### config.mk
export PLATFORM = sky130hd
export DESIGN_NAME = mcu_el2_trace_capture
export DESIGN_NICKNAME = d
export VERILOG_FILES = /design/src/rtl/mcu_el2_pkg.sv /design/src/rtl/mcu_el2_trace_ring.sv /design/src/rtl/mcu_el2_trace_capture.sv
export SDC_FILE = /design/constraint.sdc
export NUM_CORES = 1
export LEC_CHECK = 0
export BUFFER_PORTS_ARGS = -buffer_cell sky130_fd_sc_hd__buf_2
export CAP_MARGIN = 20
export CORE_ASPECT_RATIO = 1.2
export CORE_MARGIN = 3
export CORE_UTILIZATION = 55
export CTS_BUF_LIST = sky130_fd_sc_hd__clkbuf_8
export CTS_CLUSTER_DIAMETER = 150
export CTS_CLUSTER_SIZE = 10
export DETAILED_ROUTE_END_ITERATION = 10
export GPL_TIMING_DRIVEN = 0
export HOLD_SLACK_MARGIN = 0.1
export PLACE_DENSITY = 0.72
export SLEW_MARGIN = 25
export SYNTH_ARGS = -nofsm -noshare
export SYNTH_HDL_FRONTEND = slang
export SYNTH_HIERARCHICAL = 1
export SYNTH_SLANG_ARGS = --single-unit
### constraint.sdc
create_clock -name clk -period 12.4 [get_ports clk]
set_input_delay 2.48 -clock clk [delete_from_list [all_inputs] [get_ports clk]]
set_output_delay 2.48 -clock clk [all_outputs]
set_load 0.02 [all_outputs]
### src/rtl/mcu_el2_pkg.sv
`default_nettype none
// +------------------------------------------------------------------+
// | Module      : mcu_el2_pkg                                        |
// | Description : Shared types for the EL2 trace port and the trace  |
// |               capture buffer (packet, stored record, word-0 map) |
// | Revision    : 1.0  initial release                               |
// +------------------------------------------------------------------+
package mcu_el2_pkg;

  // Per-retirement trace packet as driven by the core
  typedef struct packed {
    logic [31:0] trace_rv_i_insn_ip;
    logic [31:0] trace_rv_i_address_ip;
    logic        trace_rv_i_valid_ip;
    logic        trace_rv_i_exception_ip;
    logic [4:0]  trace_rv_i_ecause_ip;
    logic        trace_rv_i_interrupt_ip;
    logic [31:0] trace_rv_i_tval_ip;
  } mcu_el2_trace_pkt_t;

  localparam int SEQ_W = 16;

  // One stored ring-buffer entry
  typedef struct packed {
    logic [SEQ_W-1:0] seq;
    logic             exception;
    logic             interrupt;
    logic [4:0]       ecause;
    logic [31:0]      insn;
    logic [31:0]      address;
    logic [31:0]      tval;
  } mcu_el2_trace_rec_t;

  // Field positions inside serialized word 0; bits [24:16] are reserved zero
  localparam int W0_EXC_BIT    = 31;
  localparam int W0_INTR_BIT   = 30;
  localparam int W0_ECAUSE_MSB = 29;
  localparam int W0_ECAUSE_LSB = 25;
  localparam int W0_SEQ_MSB    = 15;
  localparam int W0_SEQ_LSB    = 0;

  // Build the header word of a stored entry
  function automatic logic [31:0] trace_word0(input mcu_el2_trace_rec_t rec);
    logic [31:0] w;
    w = '0;
    w[W0_EXC_BIT]                  = rec.exception;
    w[W0_INTR_BIT]                 = rec.interrupt;
    w[W0_ECAUSE_MSB:W0_ECAUSE_LSB] = rec.ecause;
    w[W0_SEQ_MSB:W0_SEQ_LSB]       = rec.seq;
    return w;
  endfunction

endpackage
`default_nettype wire

### src/rtl/mcu_el2_trace_ring.sv
`default_nettype none
// +------------------------------------------------------------------+
// | Module      : mcu_el2_trace_ring                                 |
// | Description : Ring buffer of trace records with read/write       |
// |               pointers, occupancy count and an evict-oldest path |
// | Revision    : 1.0  initial release                               |
// +------------------------------------------------------------------+
module mcu_el2_trace_ring
  import mcu_el2_pkg::*;
#(
  parameter int DEPTH = 8
) (
  input  logic                     clk,
  input  logic                     rst,
  input  logic                     clear,
  input  logic                     push,
  input  logic                     pop,
  input  logic                     drop_oldest,
  input  mcu_el2_trace_rec_t       wr_rec,
  output mcu_el2_trace_rec_t       head,
  output logic [$clog2(DEPTH):0]   count,
  output logic                     full
);

  localparam int AW = $clog2(DEPTH);
  localparam int CW = AW + 1;

  mcu_el2_trace_rec_t mem [DEPTH];
  logic [AW-1:0]      wr_ptr;
  logic [AW-1:0]      rd_ptr;
  logic               adv_rd;

  // Popping a read-out entry and evicting the oldest both retire the head
  assign adv_rd = pop | drop_oldest;

  // Storage write; contents need no reset since count gates visibility
  always_ff @(posedge clk) begin
    if (push) begin
      mem[wr_ptr] <= wr_rec;
    end
  end

  // Pointer and occupancy bookkeeping
  always_ff @(posedge clk or posedge rst) begin
    if (rst) begin
      wr_ptr <= '0;
      rd_ptr <= '0;
      count  <= '0;
    end else if (clear) begin
      wr_ptr <= '0;
      rd_ptr <= '0;
      count  <= '0;
    end else begin
      if (push) begin
        wr_ptr <= wr_ptr + AW'(1);
      end
      if (adv_rd) begin
        rd_ptr <= rd_ptr + AW'(1);
      end
      case ({push, adv_rd})
        2'b10:   count <= count + CW'(1);
        2'b01:   count <= count - CW'(1);
        default: count <= count;
      endcase
    end
  end

  assign head = mem[rd_ptr];
  assign full = (count == CW'(DEPTH));

endmodule
`default_nettype wire

### src/rtl/mcu_el2_trace_capture.sv
`default_nettype none
// +------------------------------------------------------------------+
// | Module      : mcu_el2_trace_capture                              |
// | Description : EL2 trace sink: packet filter, sequence numbering, |
// |               ring storage and 4-word valid/ready serializer     |
// | Revision    : 1.0  initial release                               |
// +------------------------------------------------------------------+
module mcu_el2_trace_capture
  import mcu_el2_pkg::*;
#(
  parameter int DEPTH  = 8,
  parameter int DROP_W = 16
) (
  input  logic                    clk,
  input  logic                    rst,
  input  mcu_el2_trace_pkt_t      trace_pkt,
  input  logic                    cfg_en,
  input  logic                    cfg_wrap,
  input  logic                    cfg_exc_only,
  input  logic                    clear,
  output logic                    out_valid,
  output logic [31:0]             out_data,
  output logic                    out_last,
  input  logic                    out_ready,
  output logic [$clog2(DEPTH):0]  count,
  output logic                    full,
  output logic [DROP_W-1:0]       drop_cnt
);

  logic [SEQ_W-1:0]   seq;
  logic [1:0]         widx;
  mcu_el2_trace_rec_t wr_rec;
  mcu_el2_trace_rec_t head;

  logic qualify;
  logic hs;
  logic pop_w3;
  logic wrap_evict;
  logic push;
  logic pop;
  logic drop_oldest;
  logic drop_event;

  assign qualify = cfg_en & trace_pkt.trace_rv_i_valid_ip &
                   (~cfg_exc_only | trace_pkt.trace_rv_i_exception_ip |
                    trace_pkt.trace_rv_i_interrupt_ip);

  assign hs     = out_valid & out_ready;
  assign pop_w3 = hs & (widx == 2'd3);

  // Eviction is only safe while the head has not been partially read
  assign wrap_evict  = full & ~pop_w3 & cfg_wrap & (widx == 2'd0);
  assign push        = qualify & ~clear & (~full | pop_w3 | wrap_evict);
  assign drop_oldest = qualify & ~clear & wrap_evict;
  assign drop_event  = qualify & ~clear & full & ~pop_w3;
  assign pop         = pop_w3 & ~clear;

  assign wr_rec.seq       = seq;
  assign wr_rec.exception = trace_pkt.trace_rv_i_exception_ip;
  assign wr_rec.interrupt = trace_pkt.trace_rv_i_interrupt_ip;
  assign wr_rec.ecause    = trace_pkt.trace_rv_i_ecause_ip;
  assign wr_rec.insn      = trace_pkt.trace_rv_i_insn_ip;
  assign wr_rec.address   = trace_pkt.trace_rv_i_address_ip;
  assign wr_rec.tval      = trace_pkt.trace_rv_i_tval_ip;

  mcu_el2_trace_ring #(
    .DEPTH (DEPTH)
  ) u_ring (
    .clk         (clk),
    .rst         (rst),
    .clear       (clear),
    .push        (push),
    .pop         (pop),
    .drop_oldest (drop_oldest),
    .wr_rec      (wr_rec),
    .head        (head),
    .count       (count),
    .full        (full)
  );

  // Sequence number advances on every qualifying packet, stored or not
  always_ff @(posedge clk or posedge rst) begin
    if (rst) begin
      seq <= '0;
    end else if (clear) begin
      seq <= '0;
    end else if (qualify) begin
      seq <= seq + SEQ_W'(1);
    end
  end

  // Word index; an evicted head restarts framing at word 0 of the new head
  always_ff @(posedge clk or posedge rst) begin
    if (rst) begin
      widx <= 2'd0;
    end else if (clear || drop_oldest) begin
      widx <= 2'd0;
    end else if (hs) begin
      widx <= widx + 2'd1;
    end
  end

  // Saturating count of qualifying packets that lost their slot or an entry
  always_ff @(posedge clk or posedge rst) begin
    if (rst) begin
      drop_cnt <= '0;
    end else if (clear) begin
      drop_cnt <= '0;
    end else if (drop_event && (drop_cnt != {DROP_W{1'b1}})) begin
      drop_cnt <= drop_cnt + DROP_W'(1);
    end
  end

  assign out_valid = (count != '0);
  assign out_last  = out_valid & (widx == 2'd3);

  // Head-entry word mux, forced to zero when nothing is stored
  always_comb begin
    out_data = '0;
    if (out_valid) begin
      case (widx)
        2'd0:    out_data = trace_word0(head);
        2'd1:    out_data = head.insn;
        2'd2:    out_data = head.address;
        default: out_data = head.tval;
      endcase
    end
  end

endmodule
`default_nettype wire

==> qor.csv <==
metric;value;unit
max-slew violation count;0;
post-synthesis cell type count;52;
synthesized area per cell;21.6;um2
worst skew pair latency;730;ps
nets;2295;
Die X;250;um
vias in the first global route;20700;
worst slew pin tran;917;ps
final instance area;0.0444;mm2
initial antenna violation count;19;
DRC violation count after routing;0;
CTS root buf;clkbuf_8;
Multi-input gate area;0.00890;mm2
synth warn;6;
outcome;complete, no violations;
post-cts repair resize count;0;
Total GRT Usage;24.3;%
first-pass GRT wire length;134000;um
FMAX;143;MHz
Required @ worst endpoint;9920;ps
unrepaired setup endpoints after global routing;false;
largest net degree at the start of global routing;35;
dpl ws;6180;ps
Worst path slowest cell;a222oi_1;
CP cell instances;buf_2, buf_2, buf_1, mux4_2, mux2_2, a222oi_1, nor2_1, a21oi_1, nor2_1, buf_2;
Rows;106;
HP Class;flip-flop to flip-flop;
Filler cells;4663;
Starting Density;55.9;%
Iter 0 DRT Violations;1915;
placed cell count;2979;
number of max-cap violations;0;
final cell count without fillers;3132;
drt pass-1 iters;6;
die area;0.0744;mm2
final setup vio count;0;
Core Region;0.0700;mm2
TritonCTS clock tree;built;
Fin Setup TNS;0;ps
htree depth;3;
clk sink count;996;
Critical Path Source Type;flip-flop;
Syn Nets;1932;
area leader, netlist;edfxtp_1;
worst clock skew;44.7;ps
# Post-CTS Setup Buffers;0;
share of the synthesized area in the top cell type;73.0;%
min Tclk post-route;6990;ps
CTS Buf Count;109;
WP buf/inv;4;
Post-Route WL;89000;um
CTS Buffer Depth;3;
DRT antenna net count;0;
Cell Area, Synth;0.0391;mm2
cell with the most instances after synthesis;edfxtp_1;
period utilization;56.4;%
Most Frequent Cell on Critical Path;buf_2;
crit path max fanout;10;
Hold Fails Final Rpt;0;
Clock Pin Slew Worst Setup and Hold Paths;80;ps
Reg area;0.0297;mm2
Seq/Total Area, Yosys;75.9;%
Die Ht;298;um
area growth from synthesis to layout;13.3;%
VDD IR-drop max;0.0797;mV
Post-DP Area;0.0426;mm2
crit-path max cell delay;700;ps
Synth Instances;1810;
cell family with most CP delay;buffers and inverters;
asr flop ratio synth;4.42;%
Vias;19700;
post-route worst setup slack;5410;ps
Wirelength per Cell;28.4;um
Top Ports;166;
grt total ovfl;0;
Synth Flop Type;edfxtp_1;
Leak;14.3;nW
Yosys reg bits;996;
post-DP HPWL;60500;um
Pwr Density;129;mW/mm2
kind of critical path;flip-flop to output port;
most area-consuming cells after synthesis;edfxtp_1 (73%), mux4_2 (14%), mux2_2 (3.5%);
number of synthesized flops with an enable pin;952;
DR vias/cell;6.30;
Max-slew headroom;38.9;%
critical path arrival;4510;ps
Post-synth top cells;edfxtp_1 (952), mux4_2 (237), mux2_2 (122);
IO buf count;165;
RePlAce Congestion;0.836;
share of layout cells above drive strength 1;35.5;%
CP endpoint kind;output port;
final core utilization;63.4;%
cts hold-fix bufs;0;
-- area by class of cell --
cell class	instances	share of cell area [%]
antenna	11	0.0620
buffer	97	1.28
clock buffer	112	3.47
clock inverter	29	0.341
inverter	11	0.0931
multi-input combinational	706	20.1
sequential	996	66.9
tap	918	2.59
timing repair buffer	252	5.17
-- worst reg2reg max path: cells and delay by family, from the launching register on --
family	cells	cell delay, ps
AND/OR/NAND/NOR	3	1010
adder cells (fa/ha/maj)	1	350
AO/OA/AOI/OAI	1	200
flip-flops	1	430
buffers and inverters	8	2060
-- layout by cell type, fill, tap and decap left out, types with 11 or more instances in the layout --
master,count
a21oi_1,54
buf_1,18
buf_12,12
edfxtp_1,952
ha_1,11
buf_4,35
diode_2,11
buf_2,175
nor2_1,82
mux4_2,237
or4_1,11
dfrtp_1,44
clkbuf_8,112
mux2_2,122
clkbuf_1,45
inv_1,34
buf_6,31
o21ai_0,15
buf_16,32
nand2_1,23
a222oi_1,23
nand3_1,18
-- sequential cells by signal, summed over array words and instances (netlist names) --
register	flops
u_ring/rd_ptr	3
widx	2
drop_cnt	16
seq	16
u_ring/count	4
u_ring/wr_ptr	3
u_ring/mem	952
-- final timing paths --
kind                                                    from  slack (ps)                           to  cells after the start
worst max-delay path            u_ring/rd_ptr[1]$_DFFE_PP0P_        5410                 out_data[29]                     10
worst min-delay path                drop_cnt[13]$_DFFE_PP0P_         520     drop_cnt[13]$_DFFE_PP0P_                      1
worst max register to register           widx[0]$_DFFE_PP0P_        8050  u_ring/mem[1][85]$_DFFE_PP_                     13
worst min register to register      drop_cnt[13]$_DFFE_PP0P_         520     drop_cnt[13]$_DFFE_PP0P_                      1
max in group asynchronous                                rst       10030     drop_cnt[10]$_DFFE_PP0P_                      2
min in group asynchronous                                rst        1750  u_ring/count[1]$_DFFE_PP0P_                      2
-- where the power goes --
part           switching [W]  internal (W)  total, W  leakage [nW]
sequential        0.00000535       0.00369   0.00370          9.30
clock                0.00104      0.000832   0.00188         0.963
combinational      0.0000883     0.0000450  0.000133          4.03
total                0.00114       0.00457   0.00571          14.3
-- cells by family after synthesis --
logic type	after synthesis	synth area share [%]
DFF	996	75.9
muxes	365	17.3
and+or+nand+nor	194	2.48
AOI/OAI and AO/OA	123	2.13
buffers and inverters	108	1.55
xor gates and xnor gates	13	0.291
adders and majority gates	11	0.352
-- through the flow --
step / power, W / hold slack (ps)
2_1_floorplan: 0.00382 / 548
3_3_place_gp: 0.00390 / 487
3_5_place_dp: 0.00390 / 521
4_1_cts: 0.00575 / 530
5_1_grt: 0.00591 / 571
6_report: 0.00571 / 522
-- per-layer routing --
| metal | vias to the layer above | wire length (um) | global-route usage (%) |
|---|---|---|---|
| met4 | 14 | 2210 | 7.14 |
| met3 | 143 | 7810 | 5.95 |
| li1 | 8287 | - | - |
| met1 | 10300 | 34300 | 33.1 |
| met5 | - | 91 | 0 |
| met2 | 946 | 44600 | 39.8 |
Note: power is estimated with default switching activity, not from simulation.
